$ cat src/rtl/div_sequencer.sv
// div_sequencer: execute-stage sequencer for the iterative divider.
// Accepts SDIV/UDIV requests and resolves x/0 and MIN/-1 locally.
// Otherwise it launches the divider, waits for done or a hang limit, and
// returns the quotient with its rd tag. The core stays stalled meanwhile.
// Ports:
//   clk, reset (async, active-low)
//   req_*     : request from the core (held while stall=1)
//   flush     : squash the in-flight operation
//   div_*     : launch/abort/operands to the divider, quotient/done back
//   stall     : combinational core stall
//   res_*     : one-cycle result strobe, value and tag to writeback
//   timeout   : sticky flag, set when a divide hit the wait limit
`timescale 1ns/1ps

module div_sequencer #(
    parameter int SIZE     = 64,
    parameter int MAX_WAIT = 80
) (
    input  logic            clk,
    input  logic            reset,
    input  logic            req_valid,
    input  logic            req_signed,
    input  logic [SIZE-1:0] req_dividend,
    input  logic [SIZE-1:0] req_divisor,
    input  logic [4:0]      req_rd,
    input  logic            flush,
    output logic            div_start,
    output logic            div_abort,
    output logic            div_signed,
    output logic [SIZE-1:0] div_dividend,
    output logic [SIZE-1:0] div_divisor,
    input  logic [SIZE-1:0] div_quotient,
    input  logic            div_done,
    output logic            stall,
    output logic            res_valid,
    output logic [SIZE-1:0] res_value,
    output logic [4:0]      res_rd,
    output logic            timeout
);

    localparam int CW = $clog2(MAX_WAIT + 1);
    localparam logic [CW-1:0] LIMIT = CW'(MAX_WAIT - 1);
    localparam logic [SIZE-1:0] MIN_NEG = {1'b1, {(SIZE-1){1'b0}}};

    typedef enum logic [1:0] {
        IDLE,
        LAUNCH,
        WAIT,
        RESULT
    } state_t;

    state_t        state;
    logic [CW-1:0] wait_cnt;
    logic [4:0]    rd_q;
    logic          div_zero;
    logic          sgn_ovf;

    assign div_zero = (req_divisor == '0);
    // MIN / -1 overflows; the architectural result is the dividend itself.
    assign sgn_ovf  = req_signed
                   && (req_dividend == MIN_NEG)
                   && (req_divisor == '1);

    // Released during RESULT so the core retires the request that cycle.
    assign stall = req_valid && (state != RESULT);

    always_ff @(posedge clk or negedge reset) begin
        if (!reset) begin
            state        <= IDLE;
            wait_cnt     <= '0;
            rd_q         <= '0;
            div_start    <= 1'b0;
            div_abort    <= 1'b0;
            div_signed   <= 1'b0;
            div_dividend <= '0;
            div_divisor  <= '0;
            res_valid    <= 1'b0;
            res_value    <= '0;
            res_rd       <= '0;
            timeout      <= 1'b0;
        end else begin
            div_start <= 1'b0;
            div_abort <= 1'b0;
            res_valid <= 1'b0;
            if (flush) begin
                // Only a launched divide needs the divider reset.
                if (state == LAUNCH || state == WAIT) begin
                    div_abort <= 1'b1;
                end
                state <= IDLE;
            end else begin
                unique case (state)
                    IDLE: begin
                        if (req_valid) begin
                            div_signed   <= req_signed;
                            div_dividend <= req_dividend;
                            div_divisor  <= req_divisor;
                            rd_q         <= req_rd;
                            if (div_zero) begin
                                res_value <= '0;
                                res_rd    <= req_rd;
                                res_valid <= 1'b1;
                                state     <= RESULT;
                            end else if (sgn_ovf) begin
                                res_value <= req_dividend;
                                res_rd    <= req_rd;
                                res_valid <= 1'b1;
                                state     <= RESULT;
                            end else begin
                                div_start <= 1'b1;
                                state     <= LAUNCH;
                            end
                        end
                    end
                    LAUNCH: begin
                        wait_cnt <= '0;
                        state    <= WAIT;
                    end
                    WAIT: begin
                        wait_cnt <= wait_cnt + 1'b1;
                        // done is checked first so it wins on the limit cycle
                        if (div_done) begin
                            res_value <= div_quotient;
                            res_rd    <= rd_q;
                            res_valid <= 1'b1;
                            state     <= RESULT;
                        end else if (wait_cnt == LIMIT) begin
                            res_value <= '0;
                            res_rd    <= rd_q;
                            res_valid <= 1'b1;
                            timeout   <= 1'b1;
                            div_abort <= 1'b1;
                            state     <= RESULT;
                        end
                    end
                    RESULT: begin
                        state <= IDLE;
                    end
                    default: begin
                        state <= IDLE;
                    end
                endcase
            end
        end
    end

endmodule

$ cat config.mk
export PLATFORM = sky130hd
export DESIGN_NAME = div_sequencer
export DESIGN_NICKNAME = d
export VERILOG_FILES = /design/src/rtl/div_sequencer.sv
export SDC_FILE = /design/constraint.sdc
export NUM_CORES = 1
export LEC_CHECK = 0
export BUFFER_PORTS_ARGS = -buffer_cell sky130_fd_sc_hd__buf_2
export CAP_MARGIN = 10
export CORE_ASPECT_RATIO = 1.25
export CORE_MARGIN = 3
export CORE_UTILIZATION = 35
export CTS_CLUSTER_SIZE = 25
export DETAILED_ROUTE_END_ITERATION = 16
export GPL_TIMING_DRIVEN = 0
export PLACE_DENSITY = 0.64
export SLEW_MARGIN = 25
export SYNTH_ARGS = -nofsm -noshare
export SYNTH_HDL_FRONTEND = slang
export SYNTH_SLANG_ARGS = --single-unit
$ cat constraint.sdc
create_clock -name clk -period 6.06 [get_ports clk]
set_input_delay 1.212 -clock clk [delete_from_list [all_inputs] [get_ports clk]]
set_output_delay 1.212 -clock clk [all_outputs]
set_load 0.05 [all_outputs]
# == Word-level counts from Yosys, hierarchy flattened ==
# Cells that the tools add are included.
# totals
regBits,216
latchBits,0
ramBits,0
rom_bits,0
in_bits,203
n_memories,0
# op_classes
n_addsub,1
mul,0
n_div,0
order_cmp,0
eq_ne,12
shift,0
mux,36
bitwise,2
reduce_logical,13
# op_table
op,count
two-way mux 64 bit,5
== test 64 bit (second input constant),2
one-hot mux 64 bit (2 select lines),1
logical NOT 64 bit,1
two-way mux 5 bit,5
two-way mux 1 bit,15
one-hot mux 7 bit (2 select lines),1
two-way mux 2 bit,6
one-hot mux 5 bit (2 select lines),1
one-hot mux 2 bit (4 select lines),1
adder 7 x 1 -> 7 bit (second input constant),1
== test 7 bit (second input constant),1
!= test 3 bit (second input constant),2
AND reduction 5 bit,1
== test 2 bit (second input constant),2
!= test 2 bit (second input constant),2
!= test 4 x 3 -> 1 bit (second input constant),1
AND reduction 2 bit,2
AND reduction 4 bit,1
nonzero test 2 bit,2
logical AND 1 bit,3
!= test 3 x 2 -> 1 bit (second input constant),1
AND reduction 3 bit,1
== test 2 x 1 -> 1 bit (second input constant),1
other kinds (4),5

# == Logic depth before layout (Yosys ltp) ==
# logic_depth
depth_word,8
mapped_depth,8
depth_no_buf,7

# == Worst setup path before layout ==
# No wires, ideal clock.
# synth_timing
path_type,input-to-reg
from,in req_dividend[0]
to,reg res_value[10]
setup_ns,0.125
arrival_ns,3.209
slack_ns,2.725
cell_stages,7
path_cell_list,or4_1 nor4_1 nand4_1 o311ai_2 nand2_2 buf_6 mux2_4
# synth_between
elab_chain_len,5
# synth_rtl
item,line_no,rtl
"start, declared",23,"input logic [SIZE-1:0] req_dividend,"
== test 64 bit,61,&& (req_dividend == MIN_NEG)
logical AND 1 bit,61,
logical AND 1 bit,62,&& (req_divisor == '1);
!= test 3 bit (no line),n/a,
AND reduction 5 bit (no line),n/a,
"end signal, assigned",105,res_value <= req_dividend;
"end signal, assigned",123,res_value <= div_quotient;
"end, declared",36,"output logic [SIZE-1:0] res_value,"
# No other way between the ends.
# A chain may end at the register's enable or synchronous reset.

# == Final worst setup path ==
# layout_timing
from,in req_divisor[2]
to,reg res_value[32]
# layout_between
elab_chain_len,4
word_cells_on_any_way,8
classes_between,2 x eq/ne; 3 x mux; 3 x reduce/logical
# layout_rtl
item,line_no,rtl
"start, declared",24,"input logic [SIZE-1:0] req_divisor,"
== test 64 bit or logical NOT 64 bit (tied branches),"62, 58",
logical AND 1 bit or two-way mux 64 bit (tied branches),"62, 99",
!= test 3 bit (no line) or two-way mux 64 bit (tied branches),n/a,
AND reduction 5 bit (no line) or one-hot mux 64 bit (2 select lines) (tied branches),n/a,
# Several ways; a longest one is shown, not always the timed one. The select of a mux whose other input is x is not followed.

==> flow_summary_export.csv <==
group,metric,value,unit
timing,timing.fmax,241.3,MHz
grt,met3_usage,4.200,%
critical_path,path_cells,"buf_2 > nor4_1 > nand4_1 > nor4_1 > nor2_2 > clkbuf_1 > a22o_1 > mux2_4",
critical_path,crit_path_top_delay_cell,"nor4_1",
drt,vias,7498,
cts,htree_levels,1,
grt,grt_pass1_wl,47360,um
hold_path,whs_path_depth,1,
synth,synth_xor_area_share,0.3680,%
critical_path,worstSetupPathDepth,8,
timing,relSlewSlack,30.18,%
synth,synth_cells,659,
grt,gr-max-usage-layer,"met2",
place,dpl.hpwl,25050,um
layout,nets,1298,
layout,drive_gt1_share,59.03,%
grt,grt_max_degree,92,
floorplan,ios,406,
floorplan,die_x,153.5,um
pwr,p_leak,6.450,nW
synth,yosysUniqueCellTypes,37,
synth,synth-edff-count,0,
synth,synthesis.nets,866,
synth,ys_seq_elements,216,
critical_path,critical_path_buf_inv_count,2,
critical_path,path_max_fanout,10,
cts,insertion_delay,520,ps
layout,regArea,5405,sq um
grt,antenna_found_initial,2,
layout,areaGrowthSynthToFinish,35.62,%
synth,synth_compound_area_share,7.320,%
grt,grt_util_met2,36.78,%
critical_path,critPathTopFamily,"simple AND/OR/NAND/NOR gates",
synth,syn_area,9520,sq um
floorplan,die_area,29230,sq um
layout,final_cell_area,12910,sq um
place,dp_cells,1405,
critical_path,crit_path_start_kind,"primary input",
timing,clock_skew,19.56,ps
pwr,vdd.ir_drop.worst,0.4073,mV
timing,finalHoldViolCount,0,
timing,fin_ws,1916,ps
pwr,power_density,694.3,nW/um^2
floorplan,rows,66,
cts,cts_buffers,24,
layout,fillCellCount,2425,
layout,most-common-layout-cells,"buf_2, dfrtp_1, mux2_2",
hold_path,min_path_type,"flop to flop",
synth,ys_warn_count,0,
pwr,total_power,8.964,mW
drt,viasPerCell,5.171,
grt,grt_pass1_vias,7843,
cts,cts.hold.buffers_added,0,
cts,ctsResizeCount,0,
timing,fin_crit_sh,68.39,%
drt,antenna_left,0,
drt,wl_per_cell,22.00,um
critical_path,crit_type,"primary input to flop",
critical_path,cp_data_arrival_time,4540,ps
floorplan,die_h,190.4,um
timing,worst_pin_slew,1038,ps
layout,multi_input_area,3925,sq um
synth,yosys.area_share.simple,6.505,%
critical_path,worst_ep_required_time,6450,ps
grt,grt.total_usage,20.71,%
timing,fin_tns_setup,0,ps
critical_path,r2r_setup_slack,2950,ps
status,status,"completed",
synth,yosysSeqAreaShare,56.77,%
drt,first_pass_iters,4,
grt,met1_usage,25.73,%
place,port_buffers,404,
floorplan,start_util,36.03,%
cts,clkSinkCount,216,
timing,slew_violations,0,
timing,rsz0062_at_grt,"false",
synth,synth_ff_type,"dfrtp_1",
layout,finalNonFillerCells,1450,
place,place_ws,1487,ps
critical_path,ff2ff_path_depth,7,
drt,drt_iter0_drc,295,
synth,synth-async-reset-ratio,100.0,%
layout,layout_commonest_cell,"buf_2",
cts,clockBufferDepth,3,
critical_path,end_kind,"flop",
synth,avgSynthCellArea,14.45,sq um
drt,drc,0,
synth,synthAdderAreaFrac,0.5257,%
cts,post_cts_buffers,0,
synth,muxShareOfSynthArea,26.42,%
timing,layout_min_cycle_time,4144,ps
place,finalWeightedCongestion,0.8743,
synth,synth_top_family_by_area,"multiplexers",
job,maxCapViolCount,0,
cts,root_buffer,"clkbuf_16",
floorplan,core-area,26430,sq um
place,placed_area,12040,sq um
grt,overflow,0,
drt,postRouteWirelength,31900,um
timing,setup_violations,0,
cts,cts_tree,"yes",
critical_path,cp_slowest_stage_delay,940,ps
cts,clkTransAtPathRegs,60,ps
critical_path,cp_common_cell,"nor4_1",
kinds of logic (layout without fill, tap and decap cells):
family	count (synthesis)	in the layout
AO/OA/AOI/OAI	85	85
XOR/XNOR	4	4
adder cells (fa/ha/maj)	4	4
buffers and inverters	41	490
flip-flops	216	216
multiplexers	204	204
other	0	2
AND/OR/NAND/NOR	105	105
power by group:
| group | switching (mW) | internal (mW) | total [mW] |
|---|---|---|---|
| clock | 0.603 | 0.967 | 1.57 |
| combinational | 3.45 | 1.44 | 4.89 |
| sequential | 0.354 | 2.15 | 2.50 |
| total | 4.41 | 4.55 | 8.96 |
worst reg2reg max path: cells and delay by family (launching register included):
kind          cells  cell delay (ps)
flops             1              400
mux               1              420
fa+ha+maj         1              250
simple gates      1              110
buf+inv           4             1810
cells in the mapped netlist (all sizes together) (3+ instances only):
cell,number,area [sq um]
mux2,198,2455
dfrtp,216,5405
mux2i,6,60.06
nand2b,3,18.77
nor4,31,193.9
buf,8,75.07
nand4b,3,26.28
or4,6,45.04
nand3,5,25.02
nor3,3,15.01
clkbuf,30,112.6
ha,4,50.05
a22o,66,578.1
nand4,18,112.6
inv,3,11.26
nor2,15,56.30
nand2,11,43.80
o21ai,4,20.02
a31oi,5,31.28
a21oi,6,30.03
through the flow:
step,hold slack [ps],utilization [%]
2_1_floorplan,476.1,-
3_3_place_gp,439.8,45.29
3_5_place_dp,458.2,45.57
4_1_cts,469.0,48.84
5_1_grt,502.9,48.86
6_report,467.4,48.86
layout make-up:
cell class | count | share of cell area [%]
timing repair buffer | 406 | 16.16
tap | 340 | 3.295
buffer | 38 | 1.454
antenna | 2 | 0.03876
clock inverter | 8 | 1.018
clock buffer | 35 | 5.679
sequential | 216 | 41.86
inverter | 3 | 0.08722
multi-input combinational | 402 | 30.40
sequential cells by signal, summed over array words and instances, names as in the netlist:
name,flops
div_abort,1
div_dividend,64
div_divisor,64
div_signed,1
div_start,1
rd_q,5
res_rd,5
res_valid,1
res_value,64
state,2
timeout,1
wait_cnt,7
path summary, 6_finish.rpt:
path | from | endpoint
max | req_divisor[2] | res_value[32]$_DFFE_PN0P_
min | timeout$_DFFE_PN0P_ | timeout$_DFFE_PN0P_
max reg2reg | state[1]$_DFFE_PN0P_ | div_divisor[39]$_DFFE_PN0P_
min reg2reg | timeout$_DFFE_PN0P_ | timeout$_DFFE_PN0P_
max in group asynchronous | reset | div_dividend[60]$_DFFE_PN0P_
min in group asynchronous | reset | res_value[20]$_DFFE_PN0P_
layer usage:
layer  vias to the layer above  part of all wire [%]  wire, um
li1                       3363                     -         -
met1                      3793                    40     12730
met2                       286                    51     16250
met3                        56                   6.5      2068
met4                         0                   2.7       852
met5                         -                     0         0
No activity file was read; power rests on OpenSTA's default activity.
